File: config.mk
export PLATFORM = sky130hd
export DESIGN_NAME = running_max_ctrl
export DESIGN_NICKNAME = d
export VERILOG_FILES = /design/src/rtl/running_max_ctrl.sv
export SDC_FILE = /design/constraint.sdc
export NUM_CORES = 1
export LEC_CHECK = 0
export CAP_MARGIN = 40
export CORE_ASPECT_RATIO = 1.5
export CORE_MARGIN = 2
export CORE_UTILIZATION = 47
export DETAILED_ROUTE_END_ITERATION = 10
export GPL_TIMING_DRIVEN = 0
export MAX_ROUTING_LAYER = met4
export PLACE_DENSITY = 0.93
export SLEW_MARGIN = 20
export SYNTH_ARGS = -nofsm -noshare
export SYNTH_HDL_FRONTEND = slang
export SYNTH_SLANG_ARGS = --single-unit
File: constraint.sdc
create_clock -name clk -period 2.2 [get_ports clk]
set_input_delay 0.22 -clock clk [delete_from_list [all_inputs] [get_ports clk]]
set_output_delay 0.22 -clock clk [all_outputs]
set_load 0.005 [all_outputs]
File: src/rtl/running_max_ctrl.sv
// running_max_ctrl: holds the running row maximum for the online-softmax max loop,
// bypasses it back to the max stage and forwards (s, m) pairs through a one-entry
// registered slot, tagging the last key of every query row.
module running_max_ctrl #(
    parameter int unsigned  NUM_KEYS = 64,
    parameter int unsigned  DATA_W   = 8,
    localparam int unsigned CNT_W    = (NUM_KEYS > 1) ? $clog2(NUM_KEYS) : 1
) (
    input  logic                     clk,
    input  logic                     rst,
    input  logic                     vld_in,
    output logic                     rdy_out,
    input  logic signed [DATA_W-1:0] s_in,
    input  logic signed [DATA_W-1:0] m_in,
    output logic signed [DATA_W-1:0] m_prev_out,
    output logic                     vld_out,
    input  logic                     rdy_in,
    output logic signed [DATA_W-1:0] s_out,
    output logic signed [DATA_W-1:0] m_out,
    output logic                     last_out,
    output logic [CNT_W-1:0]         key_idx,
    output logic                     mono_err
);

    localparam logic [CNT_W-1:0]         LAST_IDX = CNT_W'(NUM_KEYS - 1);
    localparam logic signed [DATA_W-1:0] INT_MIN  = {1'b1, {(DATA_W-1){1'b0}}};

    logic                     vld_q, vld_d;
    logic signed [DATA_W-1:0] s_q, s_d;
    logic signed [DATA_W-1:0] m_q, m_d;
    logic                     last_q, last_d;
    logic [CNT_W-1:0]         idx_q, idx_d;
    logic signed [DATA_W-1:0] run_max_q, run_max_d;
    logic                     mono_q, mono_d;

    logic rdy_c;
    logic acc_c;
    logic last_key_c;

    // Handshake: the slot accepts when empty or when it drains this same cycle.
    always_comb begin
        rdy_c      = !vld_q || rdy_in;
        acc_c      = vld_in && rdy_c;
        last_key_c = (idx_q == LAST_IDX);
    end

    // Same-cycle bypass so a score latched on this edge sees the freshest max.
    always_comb begin
        m_prev_out = run_max_q;
        if (acc_c) begin
            m_prev_out = last_key_c ? INT_MIN : m_in;
        end
    end

    // Next-state for the output slot, row counter, running max and error flag.
    always_comb begin
        vld_d     = vld_q;
        s_d       = s_q;
        m_d       = m_q;
        last_d    = last_q;
        idx_d     = idx_q;
        run_max_d = run_max_q;
        mono_d    = mono_q;

        if (acc_c) begin
            vld_d  = 1'b1;
            s_d    = s_in;
            m_d    = m_in;
            last_d = last_key_c;
            if (last_key_c) begin
                idx_d     = '0;
                run_max_d = INT_MIN;
            end else begin
                idx_d     = idx_q + CNT_W'(1);
                run_max_d = m_in;
            end
            if ((idx_q != '0) && (m_in < run_max_q)) begin
                mono_d = 1'b1;
            end
        end else if (vld_q && rdy_in) begin
            vld_d  = 1'b0;
            last_d = 1'b0;
        end
    end

    // State registers with synchronous reset; reset drops any partial row.
    always_ff @(posedge clk) begin
        if (rst) begin
            vld_q     <= 1'b0;
            s_q       <= '0;
            m_q       <= '0;
            last_q    <= 1'b0;
            idx_q     <= '0;
            run_max_q <= INT_MIN;
            mono_q    <= 1'b0;
        end else begin
            vld_q     <= vld_d;
            s_q       <= s_d;
            m_q       <= m_d;
            last_q    <= last_d;
            idx_q     <= idx_d;
            run_max_q <= run_max_d;
            mono_q    <= mono_d;
        end
    end

    assign rdy_out  = rdy_c;
    assign vld_out  = vld_q;
    assign s_out    = s_q;
    assign m_out    = m_q;
    assign last_out = last_q;
    assign key_idx  = idx_q;
    assign mono_err = mono_q;

endmodule

# Word-level counts from Yosys, hierarchy flattened
# Index checks and enable logic that the tools add are counted.
[word_totals] output_inout_bits=34 word_cells=24 ff_bits=33
[op_classes] n_lt_le_gt_ge=1 n_reduce_logical=8 n_mux=6 eq_ne=1 n_addsub=1
[ops] op="two-way mux 8 bit" count=2
[ops] op="less-than comparator 8 bit" count=1
[ops] op="adder 6 x 1 -> 6 bit (second input constant)" count=1
[ops] op="equality test 6 bit (second input constant)" count=1
[ops] op="two-way mux 6 bit" count=1
[ops] op="nonzero test 6 bit" count=1
[ops] op="logical AND 1 bit" count=3
[ops] op="two-way mux 1 bit" count=3
[ops] op="AND reduction 2 bit" count=1
[ops] op="nonzero test 2 bit" count=1
[ops] op="logical NOT 1 bit" count=1
[ops] op="logical OR 1 bit" count=1

# Longest topological paths before layout
# Gate-level depths: netlist of run 1.
[depth] word_depth=4 mapped_depth=7 mapped_depth_nobuf=6

# Least setup slack after synthesis of run 1
# No wires, ideal clock.
[synth_path] kind="register to output" start="register idx_q[0] (netlist: key_idx[0])" end="output port m_prev_out[7]" n_path_buf=0 arrival_time_ns=1.153 path_stages_with_launch=6 path_slack_ns=0.827 cell_sequence="dfxtp_1 ha_1 and4_1 and2_1 nor3_1 nor2_1"
[synth_between] elab_chain_len=3
[synth_lines] element="start, declared" line_no="32" rtl="logic [CNT_W-1:0] idx_q, idx_d;"
[synth_lines] element="start signal, assigned" line_no="101" rtl="idx_q <= idx_d;"
[synth_lines] element="equality test 6 bit" line_no="44" rtl="last_key_c = (idx_q == LAST_IDX);"
[synth_lines] element="two-way mux 8 bit" line_no="51" rtl="m_prev_out = last_key_c ? INT_MIN : m_in;"
[synth_lines] element="two-way mux 8 bit" line_no="50" rtl="if (acc_c) begin"
[synth_lines] element="end, declared" line_no="15" rtl="output logic signed [DATA_W-1:0] m_prev_out,"
# No other way between the ends.

# Final worst setup path of run 1
[layout_path] start="register idx_q[0] (netlist: key_idx[0])" end="output port m_prev_out[5]"
# The elaborated chain is that of the path after synthesis.

==> results by group, run 1 <==
Clock tree
  • CTS buffer count: 5
  • Max clock buf depth: 2
  • CTS tree: built
  • Root Buffer: clkbuf_8
  • Clock Sinks: 33
  • Hold Buf Count CTS: 0
  • Worst-Skew Late Latency: 0.30 ns
  • Worst-path clk slew: 0.07 ns
  • H-tree levels: 2

Cells and area
  • Nets: around 280
  • Footprint of the multi-input gates: approximately 760 um^2
  • P&R area growth vs syn: 44.5%
  • Ant diodes: 0
  • Post-route cell area: 0.00219 mm^2
  • Register area: 668 um^2
  • Fill count: 248
  • Share of cells above drive strength 1: about 10%
  • Fin cells: slightly below 300
  • Final design utilization: 70.2%

Timing
  • Clk_skew: 0.00402 ns
  • Achievable Freq: 474 MHz
  • TNS Setup: 0 ns
  • Worst slew margin: 66.7%
  • Min Hold Slack: 0.278 ns
  • Slew Viols, Final: 0
  • RSZ-0062 raised after global routing: false
  • Final Setup Violations: 0
  • Crit share post-route: between 90% and 100%
  • PnR worst setup slack: 0.0891 ns
  • Slew of the pin with the lowest slew margin: approximately 0.5 ns
  • Min Clock Period, post-route: 2.11 ns
  • Final hold viol count: 0

Setup path
  • Worst Setup End Kind: primary output
  • Buf/Inv on CP: 1
  • Worst Setup Path Type: reg -> out
  • Crit path DAT: 1.89 ns
  • CP Cell Sequence: ha_2 -> and4_4 -> nand2_4 -> nand3_1 -> nand2_1 -> clkdlybuf4s50_1
  • WP data required: 1.98 ns
  • Max stage delay on crit path: 0.50 ns
  • Critical path's slowest cell: clkdlybuf4s50_1
  • CP delay by family, top: simple AND/OR/NAND/NOR gates
  • Crit start category: flip-flop
  • Worst-path maximum fanout: 10

Place
  • PortBufs: 52
  • Routability congestion estimate: 0.752
  • Pre-CTS setup slack: -0.0486 ns
  • Post-DP Area: 0.00209 mm^2
  • Post-placement cell count: 282
  • Final HPWL DP: 2760 um

Synth
  • Synthesized area per cell: 7.99 um^2
  • Syn Std Cell Area: 0.00152 mm^2
  • Synth warn: 0
  • Post-synth EDFFs: 0
  • Mapped Cells: 190
  • Post-Synth XOR/XNOR Area: under 10%
  • Mapped Nets: 219
  • Most common cell in the synthesized netlist: nand2_1
  • Yosys top cell by area: dfxtp_1
  • Adder-cell share of the synthesized area: 7.41%
  • Area contributors post-synth: dfxtp_1 (43%), nand2_1 (13%), a21oi_1 (9.6%), ha_1 (7.4%), nand3_1 (4.3%)
  • Post-synthesis simple-gate area fraction: 24.7%
  • Synth Flop Type: dfxtp_1
  • Compound-Gate Fraction of Synth Area: 15.2%
  • Share of the synthesized area in the top cell type: 43.5%
  • Mux share of post-synthesis cell area: 0%
  • Register area share after synthesis: 43.5%
  • Synth top cells by count: nand2_1 (54), dfxtp_1 (33), a21oi_1 (29)
  • Largest family of logic cells by synthesized area: simple AND/OR/NAND/NOR gates
  • Flops & latches, synth: 33
  • Cell variety after synth: 30
  • Ys async rst share: 0%

Die
  • DIE AREA: 0.00371 mm^2
  • Row count: 25
  • Core Region: 0.00313 mm^2
  • Initial core utilization: roughly half
  • Die height: approximately 74 um
  • I/O pins: 54
  • Die Width: 50.4 um

Drt
  • Drt first pass iters: 4
  • Post-DRT Antenna Nets: 0
  • Drt total wl: ~3900 um
  • Met2 wire len: between 2000 and 2500 um
  • DR top layer: met4
  • Vias: 1513
  • DR iter-0 viols: 44
  • M1 wire length: 1450 um
  • DRC: 0
  • Via density: roughly 5.2
  • WL/cell: about 13 um
  • Met3 WL: around 220 um

Power and ir drop
  • Pleak: 0.931 nW
  • Power per cell area: 611 mW/mm^2
  • Worst IR drop on VDD: 536 uV
  • Power, Total: 1.34 mW

GRT
  • Initial antenna violation count: 0
  • First-pass GRT wire length: 6110 um
  • Vias in the first global route: 1438
  • Gr ovfl total: 0
  • Pin count of the biggest net entering global routing: 16
  • Total GRT Usage: 23.2%

Status
  • Status: finished, final reports clean

Min path
  • Hold Path Class: in -> reg

Job
  • Max_cap viols: 0
-- final cells by class --
type	instances	share of cell area, %
clock inverter	3	0.798
multi-input combinational	135	34.7
buffer	8	2.28
inverter	11	1.88
tap	40	2.28
sequential	33	30.4
clock buffer	5	3.14
timing repair buffer	54	24.5
-- worst paths after layout --
kind	from	endpoint	slack (ns)	cells after the start
worst max-delay path	key_idx[0]	m_prev_out[5]	0.09	6
worst min-delay path	rst	key_idx[5]	0.28	2
worst max register to register	vld_out	key_idx[1]	0.82	7
worst min register to register	s_out[1]	s_out[1]	0.45	2
-- what timing repair did --
item | 4_1_cts | 5_1_grt
gates resized for setup | 7 | 6
buffers inserted | 0 | 2
endpoints found under the setup margin | 8 | 8
-- cells in the final DEF (no fill, tap or decap), drive strengths merged, types with 6 or more instances in the layout --
cell type      Yosys  final
clkdlybuf4s50      0     51
nand2             55     55
dfxtp             33     33
nand3             13     13
a21oi             29     29
inv               11     11
buf                7      6
ha                 9      9
clkbuf             4      9
nor2               6      6
-- sequential cells by signal, indices dropped and copies added, names as in the netlist --
register and count:
key_idx 6, last_out 1, m_out 8, mono_err 1, run_max_q 8, s_out 8, vld_out 1
-- worst reg2reg max path: stages (launching register included) --
cell      delay [ns]
dfxtp_1         0.40
nand2b_4        0.06
buf_6           0.13
and2_4          0.20
buf_4           0.16
buf_6           0.14
nand3_1         0.09
a21oi_1         0.07
-- power by group --
part           total [mW]  leakage, nW  switching, mW  internal, mW
sequential          0.646        0.272         0.0183         0.628
clock               0.448       0.0439          0.230         0.218
combinational       0.248        0.615          0.112         0.136
total                1.34        0.931          0.360         0.981
-- cell families (layout without fill, tap and decap cells) --
family,count (synthesis),in the layout
and+or+nand+nor,85,85
AOI/OAI and AO/OA,39,39
DFF,33,33
buffers and inverters,22,81
adders and majority gates,9,9
xor gates and xnor gates,2,2
-- routing by layer --
layer,vias to the layer above,track usage (%)
met1,690,21.8
met2,57,39.5
met5,-,-
met4,0,15.9
met3,18,7.52
li1,748,-
(Power assumes the default switching activity.)
==> inputs of run 2 (changes only) <==
Settings changed: RECOVER_POWER set to 25, REMOVE_ABC_BUFFERS set to 1.
==> run 2 against run 1 <==
Sequential share of layout area grew 0.39 points; global-route usage shrank 2.5 points; clock skew grew 0.0011 ns; worst setup slack lost 0.0011 ns; power grew 2.7%; utilization shrank 1.4 points; register-to-register slack lost 0.23 ns; routed wire length shrank 8.6%; sequential power is essentially flat; critical path type is now in -> out; clock power grew 12%.
==> results by group, run 2 (synthesized netlist as in run 1, its figures left out) <==
Timing
  • RSZ-0062 raised after global routing: false
  • Final Setup Violations: 0 (unchanged)
  • Achievable Freq: 473 MHz (about the same)
  • Min Hold Slack: 0.433 ns (+0.155 ns)
  • Slew Viols, Final: 0 (unchanged)
  • Final hold viol count: 0 (unchanged)
  • Worst slew margin: 36.1% (-31 points)
  • Clk_skew: 0.00511 ns (+0.00108 ns)
  • Crit share post-route: 96.0% (about the same)
  • Slew of the pin with the lowest slew margin: 0.958 ns (+0.459 ns)
  • Min Clock Period, post-route: 2.11 ns (+0.00113 ns)

Cells and area
  • Fill count: 263 (+6.0%)
  • Ant diodes: 0 (unchanged)
  • Post-route cell area: 0.00215 mm^2 (-2.0%)
  • Register area: 663 um^2 (-0.75%)
  • Nets: 269 (-2.9%)
  • Fin cells: 281 (-2.8%)
  • P&R area growth vs syn: 41.6%
  • Most common cell after layout, fill and taps aside: nand2_1
  • Commonest non-fill, non-tap cells in the layout: nand2_1 (53), clkdlybuf4s50_1 (51), dfxtp_1 (31), a21oi_1 (29), nand3_1 (13)
  • Share of cells above drive strength 1: 8.30% (-1.7 points)
  • Footprint of the multi-input gates: 767 um^2 (+0.82%)

Power and ir drop
  • Power, Total: 1.38 mW (+2.7%)
  • Power per cell area: 640 mW/mm^2 (+4.8%)
  • Worst IR drop on VDD: 524 uV (-2.1%)
  • Pleak: 0.911 nW (-2.1%)

GRT
  • Pin count of the biggest net entering global routing: 35 (+19)
  • Gr ovfl total: 0 (unchanged)
  • First-pass GRT wire length: 5600 um (-8.5%)
  • Initial antenna violation count: 0 (unchanged)
  • Vias in the first global route: 1309 (-9.0%)
  • Total GRT Usage: 20.6% (-2.5 points)

Min path
  • Hold Path Class: in -> reg

Place
  • Post-DP Area: 0.00201 mm^2 (-3.7%)
  • Final HPWL DP: 2260 um (-18%)
  • PortBufs: 53 (+1.9%)
  • Post-placement cell count: 272 (-3.5%)
  • Routability congestion estimate: 0.795 (+5.7%)

Drt
  • Drt total wl: 3560 um (-8.6%)
  • Drt first pass iters: 4 (unchanged)
  • DR iter-0 viols: 35 (-20%)
  • Vias: 1473 (-2.6%)
  • DRC: 0 (unchanged)
  • Via density: 5.24 (+0.13%)
  • WL/cell: 12.7 um (-6.0%)
  • Post-DRT Antenna Nets: 0 (unchanged)

Clock tree
  • Clock Sinks: 33 (unchanged)
  • Root Buffer: clkbuf_8
  • Post-CTS setup buffer count: 0 (unchanged)
  • Max clock buf depth: 2 (unchanged)
  • Worst-path clk slew: 0.06 ns (about the same)
  • Hold Buf Count CTS: 0 (unchanged)
  • H-tree levels: 2 (unchanged)
  • Worst-Skew Late Latency: 0.29 ns (about the same)
  • CTS tree: built
  • CTS buffer count: 5 (unchanged)

Die
  • I/O pins: 54 (unchanged)
  • DIE AREA: 0.00371 mm^2 (unchanged)
  • Die Width: 50.4 um (unchanged)
  • Core Region: 0.00313 mm^2 (unchanged)
  • Initial core utilization: 48.6% (unchanged)
  • Row count: 25 (unchanged)
  • Die height: 73.6 um (unchanged)

Setup path
  • Worst Setup Path Type: in -> out
  • Crit start category: input pin
  • Crit path DAT: 1.89 ns (about the same)
  • Worst-path maximum fanout: 17 (+7)
  • WP data required: 1.98 ns (about the same)
  • Worst Setup End Kind: primary output
  • Worst reg2reg setup slack: 0.59 ns (-0.23 ns)

Status
  • Status: finished, final reports clean

Job
  • Max_cap viols: 0 (unchanged)
-- run 2: cell types whose count changed in the layout (fill, tap and decap cells not counted), sizes merged --
| cell | before | now |
|---|---|---|
| clkbuf | 9 | 7 |
| clkinv | 2 | 1 |
| buf | 6 | 1 |
| clkinvlp | 1 | 0 |
| and2 | 2 | 3 |
-- run 2: final timing paths --
kind | startpoint | to | cells past startpoint
hold / removal | rst | key_idx[4] | 2
hold reg to reg | m_out[3] | m_out[3] | 2
setup reg to reg | vld_out | key_idx[5] | 3
setup / recovery | rdy_in | m_prev_out[1] | 6
-- run 2: cell type report --
cell class                      instances  area share, %
Multi-Input combinational cell        136           35.7
Sequential cell                        33           30.8
Timing Repair Buffer                   53           24.5
Clock buffer                            7           4.48
Tap cell                               40           2.33
Inverter                               11           1.92
Clock inverter                          1          0.233
-- run 2: critical path, stage by stage --
cell,delay [ns]
clkdlybuf4s50_1,0.49
nand2b_4,0.19
and2_4,0.27
nand3_1,0.13
nand2_1,0.09
clkdlybuf4s50_1,0.49
-- run 2: what timing repair did --
action | in CTS | in global routing
gates resized for setup | 2 | 8
cloned | 1 | 0
setup endpoints to repair | 8 | 8
-- run 2: routing by layer --
metal | up-vias | part of all wire (%) | track usage, %
met4 | 0 | 2.8 | 11.1
met2 | 47 | 53 | 36.1
met1 | 683 | 39 | 20.7
met5 | - | 0 | -
li1 | 735 | - | -
met3 | 8 | 5.0 | 5.28
-- run 2: metrics by stage --
stage / TNS, ns / utilization [%] / worst slack [ns]
after floorplan: 0 / - / 0.826
after global placement: -0.0464 / 64.5 / -0.0464
after detailed placement: -0.152 / 64.4 / -0.0715
after CTS: -0.120 / 68.1 / -0.0282
after global routing: 0 / 68.8 / 0.0187
final: 0 / 68.8 / 0.0880
-- run 2: where the power goes --
| part | leakage, nW | internal (mW) | switching [mW] |
|---|---|---|---|
| Combinational | 0.586 | 0.126 | 0.104 |
| Sequential | 0.271 | 0.629 | 0.0172 |
| Clock | 0.0542 | 0.282 | 0.219 |
| Total | 0.911 | 1.04 | 0.340 |
